==> config.mk <==
export PLATFORM = sky130hd
export DESIGN_NAME = pad_button_conditioner
export DESIGN_NICKNAME = d
export VERILOG_FILES = /design/src/rtl/pad_pkg.sv /design/src/rtl/pad_debounce_ch.sv /design/src/rtl/pad_button_conditioner.sv
export SDC_FILE = /design/constraint.sdc
export NUM_CORES = 1
export LEC_CHECK = 0
export BUFFER_PORTS_ARGS = -buffer_cell sky130_fd_sc_hd__buf_4
export CORE_MARGIN = 1.5
export CORE_UTILIZATION = 40
export CTS_BUF_LIST = sky130_fd_sc_hd__clkbuf_4 sky130_fd_sc_hd__clkbuf_8 sky130_fd_sc_hd__clkbuf_16
export DETAILED_ROUTE_END_ITERATION = 7
export PLACE_DENSITY_LB_ADDON = 0.25
export SYNTH_ARGS = -nofsm -noshare
export SYNTH_HDL_FRONTEND = slang
export SYNTH_SLANG_ARGS = --single-unit
==> constraint.sdc <==
create_clock -name i_clk -period 1.75 [get_ports i_clk]
set_input_delay 0.175 -clock i_clk [delete_from_list [all_inputs] [get_ports i_clk]]
set_output_delay 0.175 -clock i_clk [all_outputs]
set_load 0.02 [all_outputs]
==> src/rtl/pad_pkg.sv <==
// Constants and types shared by the pad button conditioner and the LED event blocks.
package pad_pkg;

    localparam int N_PADS_DEFAULT   = 8;
    localparam int DEBOUNCE_DEFAULT = 16;
    localparam int PAD_ID_W         = 3;

    typedef logic [PAD_ID_W-1:0] pad_idx_t;

    typedef enum logic {
        STABLE_LO = 1'b0,
        STABLE_HI = 1'b1
    } pad_state_e;

endpackage

==> src/rtl/pad_debounce_ch.sv <==
// One pad channel: two-flop synchroniser, debounce counter, debounced level
// and single-cycle press/release pulses.
module pad_debounce_ch
    import pad_pkg::*;
#(
    parameter int DEBOUNCE_CYCLES = DEBOUNCE_DEFAULT
) (
    input  logic i_clk,
    input  logic i_rst_n,
    input  logic i_raw,
    output logic o_level,
    output logic o_press,
    output logic o_release
);

    localparam int CW = $clog2(DEBOUNCE_CYCLES);
    localparam logic [CW-1:0] CNT_LAST = CW'(DEBOUNCE_CYCLES - 1);

    logic          r_sync1;
    logic          r_sync2;
    pad_state_e    r_state;
    pad_state_e    w_state_next;
    logic [CW-1:0] r_cnt;
    logic [CW-1:0] w_cnt_next;
    logic          r_press;
    logic          r_release;
    logic          w_press_next;
    logic          w_release_next;
    logic          w_disagree;

    always_ff @(posedge i_clk or negedge i_rst_n) begin
        if (!i_rst_n) begin
            r_sync1   <= 1'b0;
            r_sync2   <= 1'b0;
            r_state   <= STABLE_LO;
            r_cnt     <= '0;
            r_press   <= 1'b0;
            r_release <= 1'b0;
        end else begin
            r_sync1   <= i_raw;
            r_sync2   <= r_sync1;
            r_state   <= w_state_next;
            r_cnt     <= w_cnt_next;
            r_press   <= w_press_next;
            r_release <= w_release_next;
        end
    end

    assign w_disagree = r_sync2 != (r_state == STABLE_HI);

    // Any agreeing sample clears the pending count, so short glitches never accumulate.
    always_comb begin
        w_state_next   = r_state;
        w_cnt_next     = '0;
        w_press_next   = 1'b0;
        w_release_next = 1'b0;
        if (w_disagree) begin
            if (r_cnt == CNT_LAST) begin
                w_state_next   = r_sync2 ? STABLE_HI : STABLE_LO;
                w_press_next   = r_sync2;
                w_release_next = !r_sync2;
            end else begin
                w_cnt_next = r_cnt + 1'b1;
            end
        end
    end

    assign o_level   = (r_state == STABLE_HI);
    assign o_press   = r_press;
    assign o_release = r_release;

endmodule

==> src/rtl/pad_button_conditioner.sv <==
// Array of debounced pad channels plus a registered lowest-index encoder of
// the press pulses for the event selector.
module pad_button_conditioner
    import pad_pkg::*;
#(
    parameter int N_BUTTONS       = N_PADS_DEFAULT,
    parameter int DEBOUNCE_CYCLES = DEBOUNCE_DEFAULT,
    parameter int ID_W            = PAD_ID_W
) (
    input  logic                 i_clk,
    input  logic                 i_rst_n,
    input  logic [N_BUTTONS-1:0] i_btn_raw,
    output logic [N_BUTTONS-1:0] o_btn_level,
    output logic [N_BUTTONS-1:0] o_btn_press,
    output logic [N_BUTTONS-1:0] o_btn_release,
    output logic                 o_press_valid,
    output logic [ID_W-1:0]      o_press_id
);

    logic [N_BUTTONS-1:0] w_level;
    logic [N_BUTTONS-1:0] w_press;
    logic [N_BUTTONS-1:0] w_release;
    logic [ID_W-1:0]      w_id_next;
    logic                 r_press_valid;
    logic [ID_W-1:0]      r_press_id;

    for (genvar gi = 0; gi < N_BUTTONS; gi++) begin : g_ch
        pad_debounce_ch #(
            .DEBOUNCE_CYCLES(DEBOUNCE_CYCLES)
        ) u_ch (
            .i_clk     (i_clk),
            .i_rst_n   (i_rst_n),
            .i_raw     (i_btn_raw[gi]),
            .o_level   (w_level[gi]),
            .o_press   (w_press[gi]),
            .o_release (w_release[gi])
        );
    end

    // Scan from the top so the lowest set index is the last one written.
    always_comb begin
        w_id_next = '0;
        for (int i = N_BUTTONS - 1; i >= 0; i--) begin
            if (w_press[i]) begin
                w_id_next = ID_W'(i);
            end
        end
    end

    always_ff @(posedge i_clk or negedge i_rst_n) begin
        if (!i_rst_n) begin
            r_press_valid <= 1'b0;
            r_press_id    <= '0;
        end else begin
            r_press_valid <= |w_press;
            r_press_id    <= w_id_next;
        end
    end

    assign o_btn_level   = w_level;
    assign o_btn_press   = w_press;
    assign o_btn_release = w_release;
    assign o_press_valid = r_press_valid;
    assign o_press_id    = r_press_id;

endmodule

Word level (Yosys, flattened, before mapping) --
Cells that the tools add are included.
Storage, ports and cells: register bits after elaboration 76, bits of input ports 10, output and inout port bits 28, word-level logic and storage cells 155
Cells by class: add/sub/neg operators 8, eq/ne operators 16, multiplexer cells 64, reduce and logical (&&, ||, !) cells 17
Operator list (number):
- two-way mux 4 bit | 16
- two-way mux 1 bit | 40
- adder 4 x 1 -> 4 bit, second input constant | 8
- == test 4 bit, second input constant | 8
- two-way mux 3 bit | 8
- AND reduction 2 bit | 8
- zero test 1 bit | 8
- != test 1 bit | 8
- OR reduction 8 bit | 1

Longest topological paths before layout --
Gate-level depths: netlist (run 1).
depth after elaboration 8, mapped depth 4, mapped depth without buffers 4

By module --
From an unflattened synthesis (run 1), not the netlist that was laid out.
Unflattened totals: cells, all modules 209, area total of the unflattened synthesis 2944.1 µm²
Modules (own cells, without submodules):
- pad_debounce_ch | instances 8, cells an instance 24, area an instance 345.3 µm², sequential area each 225.2 µm²
- pad_button_conditioner | instances 1, cells an instance 17, area an instance 181.4 µm², sequential area each 100.1 µm²

Worst setup path before layout (run 1) --
No wires, ideal clock.
kind flip-flop to flip-flop, start point reg g_ch[7].u_ch.r_cnt[0], end point reg g_ch[7].u_ch.r_state, library setup time 0.125 ns, arrival time 1.045 ns, required time 1.625 ns, slack 0.580 ns, cell stages (with the launch flop) 4, buffers on the path 0, period minus slack after synthesis 1.170 ns, path through dfrtp_1 -> ha_1 -> nand3_2 -> mux2_2
On the way: word-level cells in the longest chain between the ends 2
Ends and longest elaborated chain:
- start: declaration | RTL line pad_debounce_ch.sv:23 | logic [CW-1:0] r_cnt;
- start signal: assignment | RTL line pad_debounce_ch.sv:43 | r_cnt <= w_cnt_next;
- == test 4 bit | RTL line pad_debounce_ch.sv:58 | if (r_cnt == CNT_LAST) begin
- AND reduction 2 bit (no source line)
- end signal: assignment | RTL line pad_debounce_ch.sv:42 | r_state <= w_state_next;
- end: declaration | RTL line pad_debounce_ch.sv:21 | pad_state_e r_state;
No other way between the ends. A chain may end at the register's enable or synchronous reset.

Worst setup path after layout (run 1) --
Same ends and word-level chain as after synthesis.

==> results of run 1 <==
[placed cells by master, fill, tap and decap left out, types with 9 or more instances in the layout]
cell            n
xnor2_1        16
dlygate4sd3_1   9
dfrtp_1        76
nor2b_1         9
o21ai_0         9
inv_1           9
nor3b_1        23
nor2_1         11
buf_4          37
clkbuf_8        9
a21oi_1        16
[flip-flops by register name (all words and copies together) (netlist names)]
| signal | count |
|---|---|
| g_ch.u_ch.o_release | 8 |
| o_press_valid | 1 |
| g_ch.u_ch.o_level | 8 |
| g_ch.u_ch.o_press | 8 |
| o_press_id | 3 |
| g_ch.u_ch.r_sync1 | 8 |
| g_ch.u_ch.r_cnt | 32 |
| g_ch.u_ch.r_sync2 | 8 |
[per-stage QoR]
| stage | std cells | setup WS, ps | hold WS, ps | total power, mW | area (um2) |
|---|---|---|---|---|---|
| detailed placement | 346 | 520 | 228 | 2.08 | 3290 |
| CTS | 371 | 506 | 346 | 3.42 | 3580 |
| global route | 371 | 459 | 359 | 3.51 | 3580 |
| global placement | 346 | 532 | 227 | 2.07 | 3290 |
| floorplan | 233 | 580 | -121 | 1.99 | 3050 |
| finish | 371 | 517 | 345 | 3.36 | 3580 |
[what timing repair did]
| item | 4_1_cts | 5_1_grt |
|---|---|---|
| setup endpoints to repair | 0 | 0 |
| hold buffers | 9 | 0 |
| endpoints found under the hold margin | 84 | 0 |
[cell type report]
| type | instances | share of cell area, % |
|---|---|---|
| clock buffer | 10 | 3.67 |
| timing repair buffer | 47 | 10.8 |
| sequential | 76 | 53.2 |
| tap | 99 | 3.46 |
| inverter | 9 | 0.945 |
| clock inverter | 6 | 1.78 |
| multi-input combinational | 124 | 26.1 |
[cell families (layout without fill, tap and decap cells)]
logic type	Yosys count	count (layout)	share of synthesized area [%]
DFF	76	76	62.4
and+or+nand+nor	63	63	14.6
buffers and inverters	33	72	7.02
AOI/OAI and AO/OA	29	29	5.17
xor gates and xnor gates	16	16	4.60
adders and majority gates	8	8	3.28
muxes	8	8	2.95
[power breakdown]
| part | switching, mW | internal, mW | total [mW] |
|---|---|---|---|
| registers | 0.0584 | 1.82 | 1.88 |
| logic | 0.0861 | 0.0910 | 0.177 |
| clock network | 0.628 | 0.674 | 1.30 |
[worst max path at each step]
stage,start,endpoint,slack [ps]
after floorplan,g_ch[7].u_ch.r_cnt[0]$_DFF_PN0_,g_ch[7].u_ch.o_level$_DFFE_PN0P_,580
after global placement,g_ch[7].u_ch.r_cnt[0]$_DFF_PN0_,g_ch[7].u_ch.o_level$_DFFE_PN0P_,530
after detailed placement,g_ch[6].u_ch.r_cnt[0]$_DFF_PN0_,g_ch[6].u_ch.o_level$_DFFE_PN0P_,520
after CTS,g_ch[6].u_ch.r_cnt[0]$_DFF_PN0_,g_ch[6].u_ch.o_level$_DFFE_PN0P_,510
after global routing,g_ch[7].u_ch.r_cnt[0]$_DFF_PN0_,g_ch[7].u_ch.o_level$_DFFE_PN0P_,460
final,g_ch[7].u_ch.r_cnt[0]$_DFF_PN0_,g_ch[7].u_ch.o_level$_DFFE_PN0P_,520
[per-layer routing]
metal	global-route usage, %	up-vias	wire length [um]
li1	-	849	-
met2	19.4	32	2120
met1	15.4	822	2140
met5	0	-	0
met4	4.37	0	42
met3	5.64	4	241
==> summary.md, run 1 <==
| Metric | Value |
|---|---|
| Status | completed |
| Worst r2r dst | g_ch[7].u_ch.o_level$_DFFE_PN0P_ |
| PD cells | 939 nW/um2 |
| Post-synth EDFFs | 0 |
| Utilization after layout | between 40% and 50% |
| Rows | 31 |
| CP max stage cell | dfrtp_1 |
| Post-synthesis sequential area ratio | roughly 62% |
| Min-delay src | g_ch[0].u_ch.r_sync1$_DFF_PN0_ |
| Synthesis-stage register bit count | 76 |
| Leakage | 1.61 nW |
| Delay of the slowest critical-path stage | about 420 ps |
| Fillers | ~650 |
| Max Cap Viol | 0 |
| Top_reg_cell synth | dfrtp_1 |
| Async SR Flop Fraction | 100% |
| Endpoint class of the critical path | flop |
| Clock Skew | roughly 12 ps |
| Area contributors post-synth | dfrtp_1 (62%), buf_4 (5.9%), nor3b_1 (5.7%) |
| CP delay by family, top | flip-flops |
| Post-CTS Setup Repair Bufs | 0 |
| Clk root buf | clkbuf_8 |
| Worst Path Arrival | ~1500 ps |
| Layout area overhead | 17.3% |
| CP Launch Type | flop |
| Largest net degree at the start of global routing | 77 |
| Routed vias | approximately 1,700 |
| Synth top area share | roughly 62% |
| DP HPWL | roughly 3000 um |
| Worst slew margin | between 60% and 70% |
| Total negative slack | 0 ps |
| Vias per cell | about 4.6 |
| Final GP Congestion | about 0.7 |
| Crit Path Category | reg2reg |
| Critical Path RT | between 1500 and 2000 ps |
| Yosys cell types | 21 |
| Port-buffer cells | 37 |
| CTS tree | yes |
| Antenna violations before repair | 0 |
| WHS Endpoint | g_ch[0].u_ch.r_sync2$_DFF_PN0_ |
| Hold WC Path Type | reg2reg |
| Yosys warnings | 0 |
| Most frequent cells after synthesis | dfrtp_1 (76), buf_4 (24), nor3b_1 (23), a21oi_1 (16), xnor2_1 (16) |
| Die footprint | slightly above 8000 um2 |
| First drt pass iteration count | 4 |
| Worst hold path cell count | 0 |
| Unrepaired setup endpoints after global routing | false |
| Clk sinks | 76 |
| Reg area | roughly 1900 um2 |
| Ant. Diodes | 0 |
| Max frequency | 0.811 GHz |
| # setup viols final | 0 |
| Clk pin slew, worst setup/hold paths | 70 ps |
| Worst-Margin Slew | 464 ps |
| Layout cells sized above 1 | 25.7% |
| Final Max Tran Viols | 0 |
| Clk_lat worst skew | ~340 ps |
| 1st-iter DRT viols | 66 |
| Final hold viol count | 0 |
| Ports | 38 |
| Worst r2r src | g_ch[7].u_ch.r_cnt[0]$_DFF_PN0_ |
| Worst R2R Setup Slack | between 500 and 600 ps |
| First-pass GRT wire length | 7960 um |
| Levels on crit path | 3 |
| DIE WIDTH | between 90 and 100 um |
| # resized after CTS | 0 |
| Total Wirelength | about 4500 um |
| Fin crit period | 1230 ps |
| Die Y | between 90 and 100 um |
| CP bufs+invs | 0 |
| Post-synth top area cell | dfrtp_1 |
| Initial core utilization | about 42% |
| DR WL/cell | ~12 um |
| CTS H-tree depth | 3 |
| Area of the multi-input gates | approximately 930 um2 |
| Clk buf depth | 2 |
| Reg2reg path depth | 3 |
| Synth Net Count | approximately 250 |
| GRT overflow | 0 |
| # DRC | 0 |
| CP cell instances | ha_1 -> nand3_2 -> mux2_2 |
| Average size of a mapped cell | between 10 and 15 um2 |
| Post-Syn Instances | between 200 and 250 |
| Antenna viol nets, final | 0 |
| Vias in the first global route | between 1,500 and 2,000 |
| Number of nets in the layout | between 200 and 300 |
| Crit-path max FO | 4 |
| Total core area | 7330 um2 |
| Post-Synthesis Cell Area | approximately 3000 um2 |
| Count leader, synth | dfrtp_1 |
| Total CTS buffers | 9 |
| Tot GR Track Use | 12.5% |
| VDD IR-drop max | about 0.00056 V |
| Final period utilization | 70.5% |
No activity file was read; power rests on OpenSTA's default activity.
==> run 2: changes to the inputs <==
--- a/config.mk
+++ b/config.mk
@@ -5,6 +5,7 @@
 export SDC_FILE = /design/constraint.sdc
 export NUM_CORES = 1
 export LEC_CHECK = 0
+export ABC_AREA = 1
 export BUFFER_PORTS_ARGS = -buffer_cell sky130_fd_sc_hd__buf_4
 export CORE_MARGIN = 1.5
 export CORE_UTILIZATION = 40
==> constraint.sdc (replaced) <==
create_clock -name i_clk -period 1.3 [get_ports i_clk]
set_input_delay 0.13 -clock i_clk [delete_from_list [all_inputs] [get_ports i_clk]]
set_output_delay 0.13 -clock i_clk [all_outputs]
set_load 0.02 [all_outputs]
==> summary.md, run 2 <==
| Metric | Value |
|---|---|
| Status | completed (unchanged) |
| Post-Synthesis Cell Area | 3160 um2 (was 3050 um2) |
| Top reg by flops | g_ch.u_ch.r_cnt (unchanged) |
| Endpoint class of the critical path | flop (unchanged) |
| Placed insts | 422 (was 346) |
| Worst r2r src | g_ch[6].u_ch.r_cnt[0]$_DFF_PN0_ (was g_ch[7].u_ch.r_cnt[0]$_DFF_PN0_) |
| Die footprint | 8450 um2 (was 8160 um2) |
| Layout area overhead | 18.5% (was 17.3%) |
| Reg2reg path depth | 5 (was 3) |
| Area contributors post-synth | dfrtp_1 (60%), buf_4 (5.7%), nor2_1 (5.3%) (was dfrtp_1 (62%), buf_4 (5.9%), nor3b_1 (5.7%)) |
| Yosys warnings | 0 (unchanged) |
| Most used cell, CP | nand2_1 |
| GRT overflow | 0 (unchanged) |
| Synth Net Count | 324 (was 251) |
| Design area | 3750 um2 (was 3580 um2) |
| Post-synth EDFFs | 0 (unchanged) |
| Worst slew margin | 74.2% (was 68.8%) |
| Commonest non-fill, non-tap cell in the layout | dfrtp_1 (unchanged) |
| Top_reg_cell synth | dfrtp_1 (unchanged) |
| Worst Path Arrival | 1320 ps (was 1460 ps) |
| Total core area | 7690 um2 (was 7330 um2) |
| Delay of the slowest critical-path stage | 390 ps (was 420 ps) |
| CP delay by family, top | flip-flops (unchanged) |
| Antenna violations before repair | 0 (unchanged) |
| Port-buffer cells | 37 (unchanged) |
| DR WL/cell | 10.4 um (was 12.2 um) |
| Final period utilization | 85.0% (was 70.5%) |
| # DRC | 0 (unchanged) |
| Most frequent cells after synthesis | dfrtp_1 (76), nor2_1 (45), inv_1 (41), nand2_1 (26), buf_4 (24) (was dfrtp_1 (76), buf_4 (24), nor3b_1 (23), a21oi_1 (16), xnor2_1 (16)) |
| DP Worst Slack | 194 ps (was 520 ps) |
| Initial core utilization | 41.1% (was 41.6%) |
| Largest net degree at the start of global routing | 77 (unchanged) |
| Leakage | 1.90 nW (was 1.61 nW) |
| PD cells | 1310 nW/um2 (was 939 nW/um2) |
| Final hold slack | 348 ps (was 345 ps) |
| Vias per cell | 4.45 (was 4.60) |
| CP cell instances | ha_1 -> nand2_1 -> nor2_2 -> nand2_1 -> o21ai_0 (was ha_1 -> nand3_2 -> mux2_2) |
| Number of nets in the layout | 358 (was 285) |
| Post-synthesis sequential area ratio | 60.2% (was 62.4%) |
| Unrepaired setup endpoints after global routing | false (unchanged) |
| Average size of a mapped cell | 10.3 um2 (was 13.1 um2) |
| Finished Layout Cells | 447 (was 371) |
| Die Y | 91.9 um (was 90.3 um) |
| Max Cap Viol | 0 (unchanged) |
| CTS tree | yes (unchanged) |
| Final Max Tran Viols | 0 (unchanged) |
| Hold WC Path Type | in2async (was reg2reg) |
| Antenna viol nets, final | 0 (unchanged) |
| Crit-path max FO | 3 (was 4) |
| Worst r2r dst | g_ch[6].u_ch.o_level$_DFFE_PN0P_ (was g_ch[7].u_ch.o_level$_DFFE_PN0P_) |
| 1st-iter DRT viols | 58 (was 66) |
| Clk buf depth | 2 (unchanged) |
| CP max stage cell | dfrtp_1 (unchanged) |
| Ports | 38 (unchanged) |
| Routed vias | 1,990 (was 1,707) |
| Count leader, synth | dfrtp_1 (unchanged) |
| Total negative slack | 0 ps (unchanged) |
| Vias in the first global route | 1,906 (was 1,739) |
| CTS H-tree depth | 3 (unchanged) |
| Clk sinks | 76 (unchanged) |
| Levels on crit path | 5 (was 3) |
| Crit Path Category | reg2reg (unchanged) |
| Worst R2R Setup Slack | 200 ps (was 520 ps) |
| Max FFs per register | 32 (unchanged) |
| Post-CTS Setup Repair Bufs | 0 (unchanged) |
| Total Wirelength | 4670 um (was 4540 um) |
| Worst-Margin Slew | 387 ps (was 464 ps) |
| Async SR Flop Fraction | 100% (unchanged) |
| CTS Hold Buffers Added | 9 (unchanged) |
| Yosys cell types | 23 (was 21) |
| Layout cells sized above 1 | 28.1% (was 25.7%) |
| DIE WIDTH | 91.9 um (was 90.3 um) |
| Placed Area | 3410 um2 (was 3290 um2) |
| Rows | 32 (was 31) |
| # setup viols final | 0 (unchanged) |
| First drt pass iteration count | 4 (unchanged) |
| Clk root buf | clkbuf_8 (unchanged) |
| Total CTS buffers | 9 (unchanged) |
| Fillers | 718 (was 647) |
| # resized after CTS | 0 (unchanged) |
| Overall Power | 4.92 mW (was 3.36 mW) |
| Final hold viol count | 0 (unchanged) |
| CP Launch Type | flop (unchanged) |
| Synth top area share | 60.2% (was 62.4%) |
| CP bufs+invs | 0 (unchanged) |
| Clk pin slew, worst setup/hold paths | 70 ps (about the same) |
| Post-synth top area cell | dfrtp_1 (unchanged) |
| Ant. Diodes | 0 (unchanged) |
| Max frequency | 0.905 GHz (was 0.811 GHz) |
| Final GP Congestion | 0.790 (was 0.700) |
| Utilization after layout | 48.7% (was 48.8%) |
| VDD IR-drop max | 0.000565 V (was 0.000559 V) |
| Clock Skew | 4.58 ps (was 11.6 ps) |
| Synthesis-stage register bit count | 76 (unchanged) |
| Clk_lat worst skew | 340 ps (about the same) |
| Tot GR Track Use | 12.8% (was 12.5%) |
| Critical Path RT | 1520 ps (was 1970 ps) |
| Fin crit period | 1100 ps (was 1230 ps) |
| Post-Syn Instances | 306 (was 233) |
| Setup ws final | 195 ps (was 517 ps) |
| First-pass GRT wire length | 8360 um (was 7960 um) |
| DP HPWL | 3320 um (was 3020 um) |
| Most frequent cells in the layout | dfrtp_1 (76), nor2_1 (45), inv_1 (41) (was dfrtp_1 (76), buf_4 (37), nor3b_1 (23)) |
==> run 2: final cells by class <==
cell class                 instances  area, um2  area share (%)
clock buffer                      10        138            3.67
clock inverter                     6        111            2.97
inverter                          48        180            4.81
multi-input combinational        158        900            24.0
sequential                        76       1900            50.8
tap                              102        128            3.41
timing repair buffer              47        388            10.4
==> run 2: worst max path at each step <==
stage                     slack, ps                                to                             from
final                           200  g_ch[6].u_ch.o_level$_DFFE_PN0P_  g_ch[6].u_ch.r_cnt[0]$_DFF_PN0_
after floorplan                 280  g_ch[7].u_ch.o_level$_DFFE_PN0P_  g_ch[7].u_ch.r_cnt[0]$_DFF_PN0_
after detailed placement        190  g_ch[6].u_ch.o_level$_DFFE_PN0P_  g_ch[6].u_ch.r_cnt[0]$_DFF_PN0_
after global placement          210  g_ch[5].u_ch.o_release$_DFF_PN0_  g_ch[5].u_ch.r_cnt[0]$_DFF_PN0_
after CTS                       190  g_ch[6].u_ch.o_level$_DFFE_PN0P_  g_ch[6].u_ch.r_cnt[0]$_DFF_PN0_
after global routing             80  g_ch[1].u_ch.o_level$_DFFE_PN0P_  g_ch[1].u_ch.r_cnt[0]$_DFF_PN0_
==> run 2: power breakdown <==
part           internal [mW]  switching [mW]  total [mW]
logic                  0.109           0.144       0.253
clock network           1.33           0.827        2.15
registers               2.45          0.0616        2.51
==> run 2: worst min-delay path, cell delays in order <==
cell	delay (ps)
dlygate4sd3_1	530
buf_4	110
buf_12	320
==> run 2: kinds of logic (layout without fill, tap and decap cells) <==
group,after synthesis,in the layout,synth area share (%)
simple gates,123,123,19.1
xor+xnor,8,8,2.22
compound gates,19,19,4.00
fa+ha+maj,8,8,3.17
flops,76,76,60.2
buf+inv,72,111,11.4
==> run 2: per-layer routing <==
metal  up-vias  GRT usage (%)  wire, um
li1        987              -         -
met1       954           15.7      2130
met2        41           20.2      2210
met3         8           4.31       232
met4         0           6.54        87
met5         -              0         0
==> run 3: changes to the inputs <==
==> constraint.sdc (replaced) <==
create_clock -name i_clk -period 1.05 [get_ports i_clk]
set_input_delay 0.105 -clock i_clk [delete_from_list [all_inputs] [get_ports i_clk]]
set_output_delay 0.105 -clock i_clk [all_outputs]
set_load 0.02 [all_outputs]
==> summary.md, run 3 (synthesized netlist as in run 2, its figures left out) <==
| Metric | Value |
|---|---|
| Worst r2r dst | g_ch[6].u_ch.r_cnt[0]$_DFF_PN0_ (was g_ch[6].u_ch.o_level$_DFFE_PN0P_) |
| Worst r2r src | g_ch[6].u_ch.o_level$_DFFE_PN0P_ (was g_ch[6].u_ch.r_cnt[0]$_DFF_PN0_) |
| Total CTS buffers | 9 (unchanged) |
| Placed Area | 3530 um2 (was 3410 um2) |
| Die Y | 91.9 um (unchanged) |
| Setup ws final | -23.9 ps (was 195 ps) |
| Hold WC Path Type | in2async (unchanged) |
| CP max stage cell | dfrtp_1 (unchanged) |
| Die footprint | 8450 um2 (unchanged) |
| Final GP Congestion | 0.778 (was 0.790) |
| 1st-iter DRT viols | 65 (was 58) |
| Overall Power | 6.19 mW (was 4.92 mW) |
| Worst Path Arrival | 970 ps (was 1320 ps) |
| # setup viols final | 1 (was 0) |
| Rows | 32 (unchanged) |
| Final hold slack | 164 ps (was 348 ps) |
| Vias in the first global route | 1,995 (was 1,906) |
| PD cells | 1500 nW/um2 (was 1310 nW/um2) |
| Internal power | 4.87 mW (was 3.88 mW) |
| Finished Layout Cells | 476 (was 447) |
| Clk buf depth | 2 (unchanged) |
| Sw Share | 21.2% (was 21.0%) |
| Worst slew margin | 82.3% (was 74.2%) |
| First drt pass iteration count | 4 (unchanged) |
| Worst-Margin Slew | 262 ps (was 387 ps) |
| Initial core utilization | 41.1% (unchanged) |
| Net switching power | 1.31 mW (was 1.03 mW) |
| CP Launch Point | g_ch[7].u_ch.o_press$_DFF_PN0_ (was g_ch[6].u_ch.r_cnt[0]$_DFF_PN0_) |
| VDD IR-drop max | 0.00121 V (was 0.000565 V) |
| Utilization after layout | 53.8% (was 48.7%) |
| Endpoint class of the critical path | output port (was flop) |
| Leakage | 2.05 nW (was 1.90 nW) |
| Antenna viol nets, final | 0 (unchanged) |
| CTS tree | yes (unchanged) |
| Max frequency | 0.931 GHz |
| Combinational fraction of design power | 6.9% (was 5.2%) |
| Clock Skew | 9.34 ps (was 4.58 ps) |
| Sequential Power Share | 50.4% (was 51.0%) |
| Critical Path RT | 940 ps (was 1520 ps) |
| Crit path to | o_btn_press[7] (was g_ch[6].u_ch.o_level$_DFFE_PN0P_) |
| Port-buffer cells | 37 (unchanged) |
| Most used cell, CP | buf_6 (was nand2_1) |
| Routed vias | 2,040 (was 1,990) |
| Ports | 38 (unchanged) |
| Number of nets in the layout | 387 (was 358) |
| First-pass GRT wire length | 8660 um (was 8360 um) |
| GRT overflow | 0 (unchanged) |
| DP HPWL | 3560 um (was 3320 um) |
| DIE WIDTH | 91.9 um (unchanged) |
| Largest net degree at the start of global routing | 34 (was 77) |
| Clk sinks | 76 (unchanged) |
| CP Launch Type | flop (unchanged) |
| Violated checks | negative setup slack |
| Commonest non-fill, non-tap cell in the layout | dfrtp_1 (unchanged) |
| CTS H-tree depth | 3 (unchanged) |
| Max FFs per register | 32 (unchanged) |
| Total Wirelength | 5160 um (was 4670 um) |
| Clk root buf | clkbuf_8 (unchanged) |
| Most frequent cells in the layout | dfrtp_1 (74), buf_4 (52), nor2_1 (40) (was dfrtp_1 (76), nor2_1 (45), inv_1 (41)) |
| Final hold viol count | 0 (unchanged) |
| Ant. Diodes | 0 (unchanged) |
| Crit Path Category | reg2out (was reg2reg) |
| Tot GR Track Use | 13.3% (was 12.8%) |
| Layout cells sized above 1 | 41.7% (was 28.1%) |
| Delay of the slowest critical-path stage | 390 ps (about the same) |
| CP cell instances | buf_6 -> buf_6 (was ha_1 -> nand2_1 -> nor2_2 -> nand2_1 -> o21ai_0) |
| Placed insts | 437 (was 422) |
| Reg2reg path depth | 6 (was 5) |
| Worst R2R Setup Slack | 10 ps (was 200 ps) |
| Final period utilization | 102% |
| Design area | 4130 um2 (was 3750 um2) |
| DR WL/cell | 10.8 um (was 10.4 um) |
| Fillers | 689 (was 718) |
| # DRC | 0 (unchanged) |
| Total core area | 7690 um2 (unchanged) |
| Antenna violations before repair | 0 (unchanged) |
| Clk pin slew, worst setup/hold paths | 70 ps (about the same) |
| Final Max Tran Viols | 0 (unchanged) |
| Unrepaired setup endpoints after global routing | true (was false) |
| Clock Power Share | 42.6% (was 43.8%) |
| Status | finished with violations (was completed) |
| Clk_lat worst skew | 340 ps (about the same) |
| Max Cap Viol | 0 (unchanged) |
| Layout area overhead | 30.7% (was 18.5%) |
| Fin crit period | between 1000 and 1500 ps |
| Vias per cell | 4.29 (was 4.45) |
| Top reg by flops | g_ch.u_ch.r_cnt (unchanged) |
| Total negative slack | -23.9 ps (was 0 ps) |
| DP Worst Slack | -16.0 ps (was 194 ps) |
| Crit-path max FO | 2 (was 3) |
==> run 3: changes by cell type in the layout (fill, tap and decap cells not counted), sizes merged <==
cell and delta:
buf +29, clkbuf +1, clkinvlp -1
==> run 3: final cells by class <==
class	instances	area, um2	share of cell area (%)
well taps	102	128	3.09
clock buffers	11	139	3.36
multi-input cells	158	1020	24.6
flip-flops and latches	76	1900	46.1
repair buffers	76	667	16.1
clock inverters	5	100	2.42
inverters	48	180	4.36
==> run 3: power groups by stage <==
stage	Combinational, mW	Sequential [mW]	Clock, mW
3_5_place_dp	0.352	3.16	0
2_1_floorplan	0.176	3.15	0
4_1_cts	0.385	3.10	2.70
6_report	0.429	3.12	2.64
5_1_grt	0.501	3.13	2.86
3_3_place_gp	0.344	3.16	0
==> run 3: routing by layer <==
layer / wire length (um) / global-route usage [%]
met5: 0 / 0
met4: 97 / 5.38
met3: 221 / 4.81
met2: 2450 / 20.6
met1: 2390 / 17.0
==> run 3: critical path: cells and delay by family, from the launching register on <==
family / cells / cell delay [ps]
flops: 1 / 390
buf+inv: 2 / 240
==> run 3: timing repair <==
item	CTS	global route
hold endpoints to repair	84	0
gates resized for setup	9	43
endpoints found under the setup margin	11	49
hold buffers	9	0
pin swaps	0	11
setup buffers	4	10
==> run 3: how the worst min path moves through the flow <==
stage	end	slack (ps)	cells after the start
CTS	g_ch[2].u_ch.r_cnt[2]$_DFF_PN0_	160	2
global route	g_ch[6].u_ch.r_cnt[2]$_DFF_PN0_	180	2
floorplan	g_ch[0].u_ch.o_level$_DFFE_PN0P_	-190	0
detailed placement	g_ch[6].u_ch.r_sync2$_DFF_PN0_	-20	1
global placement	g_ch[6].u_ch.r_sync2$_DFF_PN0_	-20	1
finish	g_ch[6].u_ch.r_sync2$_DFF_PN0_	160	2
